File: src/rtl/fib_pkg.sv
// Shared constants and state encoding for the Fibonacci n-th term engine.
package fib_pkg;
    localparam int FIB_W_DEF  = 8;
    localparam int FIB_NW_DEF = 8;

    typedef enum logic [1:0] {
        ST_IDLE = 2'd0,
        ST_RUN  = 2'd1,
        ST_DONE = 2'd2
    } fib_state_t;
endpackage

File: src/rtl/fib_add_sat.sv
// W-bit adder with carry out; sums saturate to all-ones when FIBGEN_SAT_EN is defined,
// otherwise they wrap modulo 2^W.
module fib_add_sat #(
    parameter int W = 8
) (
    input  logic [W-1:0] i_a,
    input  logic [W-1:0] i_b,
    output logic [W-1:0] o_sum,
    output logic         o_carry
);
    logic [W:0] w_full;

    assign w_full  = {1'b0, i_a} + {1'b0, i_b};
    assign o_carry = w_full[W];

`ifdef FIBGEN_SAT_EN
    assign o_sum = w_full[W] ? {W{1'b1}} : w_full[W-1:0];
`else
    assign o_sum = w_full[W-1:0];
`endif
endmodule

File: src/rtl/fib_nth_engine.sv
// Iterative F(n) engine from arbitrary seeds F(0), F(1); one term per cycle.
// Saturating sums are selected with the FIBGEN_SAT_EN macro (see fib_add_sat).
module fib_nth_engine
    import fib_pkg::*;
#(
    parameter int W  = FIB_W_DEF,
    parameter int NW = FIB_NW_DEF
) (
    input  logic          clk,
    input  logic          reset,
    input  logic          start,
    input  logic [NW-1:0] n,
    input  logic [W-1:0]  seed0,
    input  logic [W-1:0]  seed1,
    output logic          busy,
    output logic          done,
    output logic [W-1:0]  result,
    output logic          overflow
);
    fib_state_t    r_state, w_state_nxt;
    logic [W-1:0]  r_prev, r_cur, r_result, w_sum;
    logic [NW-1:0] r_cnt;
    logic          r_done, r_ovf;
    logic          w_carry, w_accept, w_step, w_finish;

    fib_add_sat #(.W(W)) u_add (
        .i_a     (r_prev),
        .i_b     (r_cur),
        .o_sum   (w_sum),
        .o_carry (w_carry)
    );

    always_ff @(posedge clk or posedge reset) begin
        if (reset) r_state <= ST_IDLE;
        else       r_state <= w_state_nxt;
    end

    always_comb begin
        w_state_nxt = r_state;
        w_accept    = 1'b0;
        w_step      = 1'b0;
        w_finish    = 1'b0;
        case (r_state)
            ST_IDLE: begin
                if (start) begin
                    w_accept    = 1'b1;
                    w_state_nxt = ST_RUN;
                end
            end
            ST_RUN: begin
                if (r_cnt == '0) begin
                    w_finish    = 1'b1;
                    w_state_nxt = ST_DONE;
                end else begin
                    w_step = 1'b1;
                end
            end
            ST_DONE: w_state_nxt = ST_IDLE;
            default: w_state_nxt = ST_IDLE;
        endcase
    end

    always_ff @(posedge clk or posedge reset) begin
        if (reset) begin
            r_prev   <= '0;
            r_cur    <= '0;
            r_cnt    <= '0;
            r_result <= '0;
            r_done   <= 1'b0;
            r_ovf    <= 1'b0;
        end else begin
            r_done <= w_finish;
            if (w_accept) begin
                r_prev <= seed0;
                r_cur  <= seed1;
                r_cnt  <= n;
                r_ovf  <= 1'b0;
            end else if (w_step) begin
                r_prev <= r_cur;
                r_cur  <= w_sum;
                r_cnt  <= r_cnt - 1'b1;
                // The last step computes F(n+1), which is never reported, so its carry is ignored.
                if (w_carry && (r_cnt != NW'(1))) r_ovf <= 1'b1;
            end
            if (w_finish) r_result <= r_prev;
        end
    end

    assign busy     = (r_state != ST_IDLE);
    assign done     = r_done;
    assign result   = r_result;
    assign overflow = r_ovf;
endmodule
File: config.mk
export PLATFORM = sky130hd
export DESIGN_NAME = fib_nth_engine
export DESIGN_NICKNAME = d
export VERILOG_FILES = /design/src/rtl/fib_pkg.sv /design/src/rtl/fib_add_sat.sv /design/src/rtl/fib_nth_engine.sv
export SDC_FILE = /design/constraint.sdc
export NUM_CORES = 1
export LEC_CHECK = 0
export CORE_MARGIN = 2
export CORE_UTILIZATION = 30
export DETAILED_ROUTE_END_ITERATION = 12
export DONT_BUFFER_PORTS = 1
export HOLD_SLACK_MARGIN = 0.1
export PLACE_DENSITY = 0.48
export SYNTH_ARGS = -nofsm -noshare
export SYNTH_HDL_FRONTEND = slang
export SYNTH_HIERARCHICAL = 1
export SYNTH_SLANG_ARGS = --single-unit
File: constraint.sdc
create_clock -name clk -period 2 [get_ports clk]
set_clock_uncertainty 0.1 [all_clocks]
set_input_delay 0.4 -clock clk [delete_from_list [all_inputs] [get_ports clk]]
set_output_delay 0.4 -clock clk [all_outputs]
set_load 0.005 [all_outputs]
==> results by group <==
Outcome
  • Outcome: complete, no violations

STA
  • Period Utilization, post-route: 0.9697
  • Final setup fails: 0
  • Max-slew violations: 0
  • Min cycle time layout: 1939 ps
  • Fmax: 515.6 MHz
  • RSZ-0062 raised after global routing: no
  • Setup TNS: 0 ps
  • Slew headroom: 0.6783
  • Final WS setup: 60.63 ps
  • Final hold vios: 0
  • Slew @ Worst Pin: around 480 ps

Logic synthesis
  • Synth Register Bits: 36
  • Commonest cells post-synth: 36 x dfrtp_1, 32 x nand2_1, 23 x a21oi_1, 20 x nand3_1, 20 x nor2_1
  • Largest area contributor in the netlist: dfrtp_1
  • Sequential element share of the synthesized area: 0.4401
  • Syn Nets: roughly 260
  • Post-synth EDFFs: 0
  • Syn avg cell area: 9.304 sq um
  • Synth area leaders: dfrtp_1 44%, ha_1 6.7%, nand2_1 5.9%
  • Synth top area share: 0.4401
  • Cell with the most instances after synthesis: dfrtp_1
  • Synth warn: 6
  • Cell area after synthesis: 2047 sq um
  • Primary FF master, synth: dfrtp_1
  • Synth unique cells: 43
  • Fraction of registers with async set/reset: 1.000
  • Cells after synthesis: 220

Critical path
  • CP bufs+invs: 1
  • CP endpoint kind: flip-flop
  • Reg2reg end: r_cnt[4]
  • CP startpoint kind: flip-flop
  • Crit Path Class: reg2reg
  • CP Cell Sequence: or4_1 -> buf_4 -> o211ai_1 -> nor2_1 -> a221o_1
  • R2R Setup Slk: 60 ps
  • Crit path arrival time: slightly above 2000 ps
  • Reg-to-Reg Start: r_cnt[3]
  • CP required: 2080 ps
  • Crit-path max FO: 5
  • Critical Path Max Stage Delay: 610 ps
  • Reg2reg path depth: 5
  • Top delay family on crit path: simple AND/OR/NAND/NOR gates
  • CP max-delay cell: or4_1

Placement
  • Place WS: 49.43 ps
  • Routability-driven placement congestion ratio: 0.8389
  • I/O Buffers: 0
  • Cell Count Post-Placement: about 310
  • Post-DP HPWL: 3558 um

Final layout
  • Nets: 279
  • Layout cells sized above 1: 0.2199
  • Layout Cells excl Fill: ~320
  • Area Overhead vs Synth: 18.22%
  • N_diodes: 0
  • Final Core Density: 0.3622
  • Area of the multi-input gates: 1114 sq um
  • Seq. cell area: 900.9 sq um
  • Filler cells: ~690

Hold path
  • Hold path start: n[7]
  • Hold EP: r_cnt[7]
  • Worst hold path class: in2reg
  • Hold depth: 1

Power and ir drop
  • Tot Pwr: 4627 uW
  • Pwr Density: around 1900 nW/um^2
  • Leakage: approximately 0.0011 uW
  • Worst VDD drop: 0.6010 mV

Clocking
  • Clk root buf: clkbuf_8
  • CTS Buf Count: 5
  • CTS Buffer Depth: 2
  • H-tree depth: 2
  • CTS tree: yes
  • Worst-Skew Late Latency: between 200 and 300 ps
  • Clock-pin slew on the worst setup and hold paths: 70 ps
  • Clock Sink Count: 36

Detailed routing
  • DRC: 0
  • Wire per inst: approximately 15 um
  • Number of vias per cell: 5.112
  • Vias: 1641
  • Initial DRT Pass Iterations: 4
  • Final ANT Viol Nets: 0
  • Iter 0 DRT Violations: 71
  • Total wire length: 4850 um

Floorplanning
  • Starting Density: 0.3064
  • Die ar.: 7500 sq um
  • Rows: 30
  • Die H: 86.60 um
  • Core area: 6681 sq um
  • Die span in x: 86.60 um
  • I/O pin count: 38

Global route
  • Vias in the first global route: 1633
  • Largest net degree at the start of global routing: 37
  • Antenna violations before repair: 0
  • First-pass GRT wire length: a little under 8000 um
  • GRT Util Overall: 0.1357
  • GR Overflow Total: 0

Job
  • Max-Cap Viols: 0
layout by cell type (no fill, tap or decap), types with 2 or more instances in the layout:
cell type and n:
nand2_1 32, a21o_1 4, inv_2 3, xor2_1 3, buf_12 2, o211ai_1 2, inv_1 3, a21oi_1 22
xnor2_1 3, a311o_1 2, mux2i_1 3, nor2b_1 3, mux2_2 8, nor3_1 3, o21ai_0 5, nand3_1 20
clkbuf_1 2, ha_1 10, clkbuf_8 6, a31oi_1 2, dfrtp_1 36, nor4_1 3, buf_4 19, nor2_1 19
sequential cells by signal, indices dropped and copies added, names as in the netlist:
name	cells
r_cnt	8
r_cur	8
r_prev	8
result	8
r_state	2
done	1
overflow	1
cell type report:
cell class                 instances  share of cell area
clock buffer                       8             0.03723
timing repair buffer              22             0.07963
multi-input combinational        169              0.4602
tap                               80             0.04137
sequential                        36              0.3723
inverter                           6            0.009307
cells by family (layout without fill, tap and decap cells):
group	count (synthesis)	count (layout)	synth area share
and+or+nand+nor	94	94	0.2231
AOI/OAI and AO/OA	45	45	0.1381
DFF	36	36	0.4401
muxes	12	12	0.06418
xor gates and xnor gates	6	6	0.02568
buffers and inverters	15	36	0.03178
adders and majority gates	12	12	0.07702
report_power, final:
group	switching, uW	leakage [uW]	internal (uW)
Sequential	273	0.000439	1090
Combinational	1420	0.000593	1310
Clock	257	0.0000455	281
Total	1950	0.00108	2670
worst max-delay path by stage:
stage | to | slack [ps] | depth (start not counted) | startpoint
2_1_floorplan | result[0] | -60 | 6 | r_cnt[0]
3_3_place_gp | r_cnt[4] | 60 | 5 | r_cnt[3]
3_5_place_dp | overflow | 50 | 8 | r_prev[0]
4_1_cts | overflow | 30 | 8 | r_prev[0]
5_1_grt | r_prev[3] | 2 | 7 | r_cnt[3]
6_report | r_cnt[4] | 60 | 5 | r_cnt[3]
through the flow:
stage / cell area [sq um] / hold WS, ps
floorplan: 2059 / 386.0
global placement: 2293 / 348.1
detailed placement: 2293 / 350.7
CTS: 2394 / 113.1
global route: 2420 / 115.5
finish: 2420 / 123.7
per-layer routing:
| layer | part of all wire | track usage | vias to the layer above |
|---|---|---|---|
| met5 | 0 | 0 | - |
| met2 | 0.47 | 0.2210 | 29 |
| met4 | 0.014 | 0.03835 | 0 |
| li1 | - | - | 816 |
| met3 | 0.042 | 0.04476 | 6 |
| met1 | 0.47 | 0.1722 | 790 |
worst reg2reg max path: cells and delay by family (launching register included):
kind | cells | cell delay (ps)
flip-flops | 1 | 380
buffers and inverters | 1 | 200
AO/OA/AOI/OAI | 2 | 480
AND/OR/NAND/NOR | 2 | 670
repair_timing:
action / CTS / global route
resized for setup: 0 / 5
buffers inserted: 0 / 1
setup endpoints to repair: 0 / 11
hold buffers: 1 / 0
endpoints found under the hold margin: 36 / 0
(Power assumes the default switching activity.)
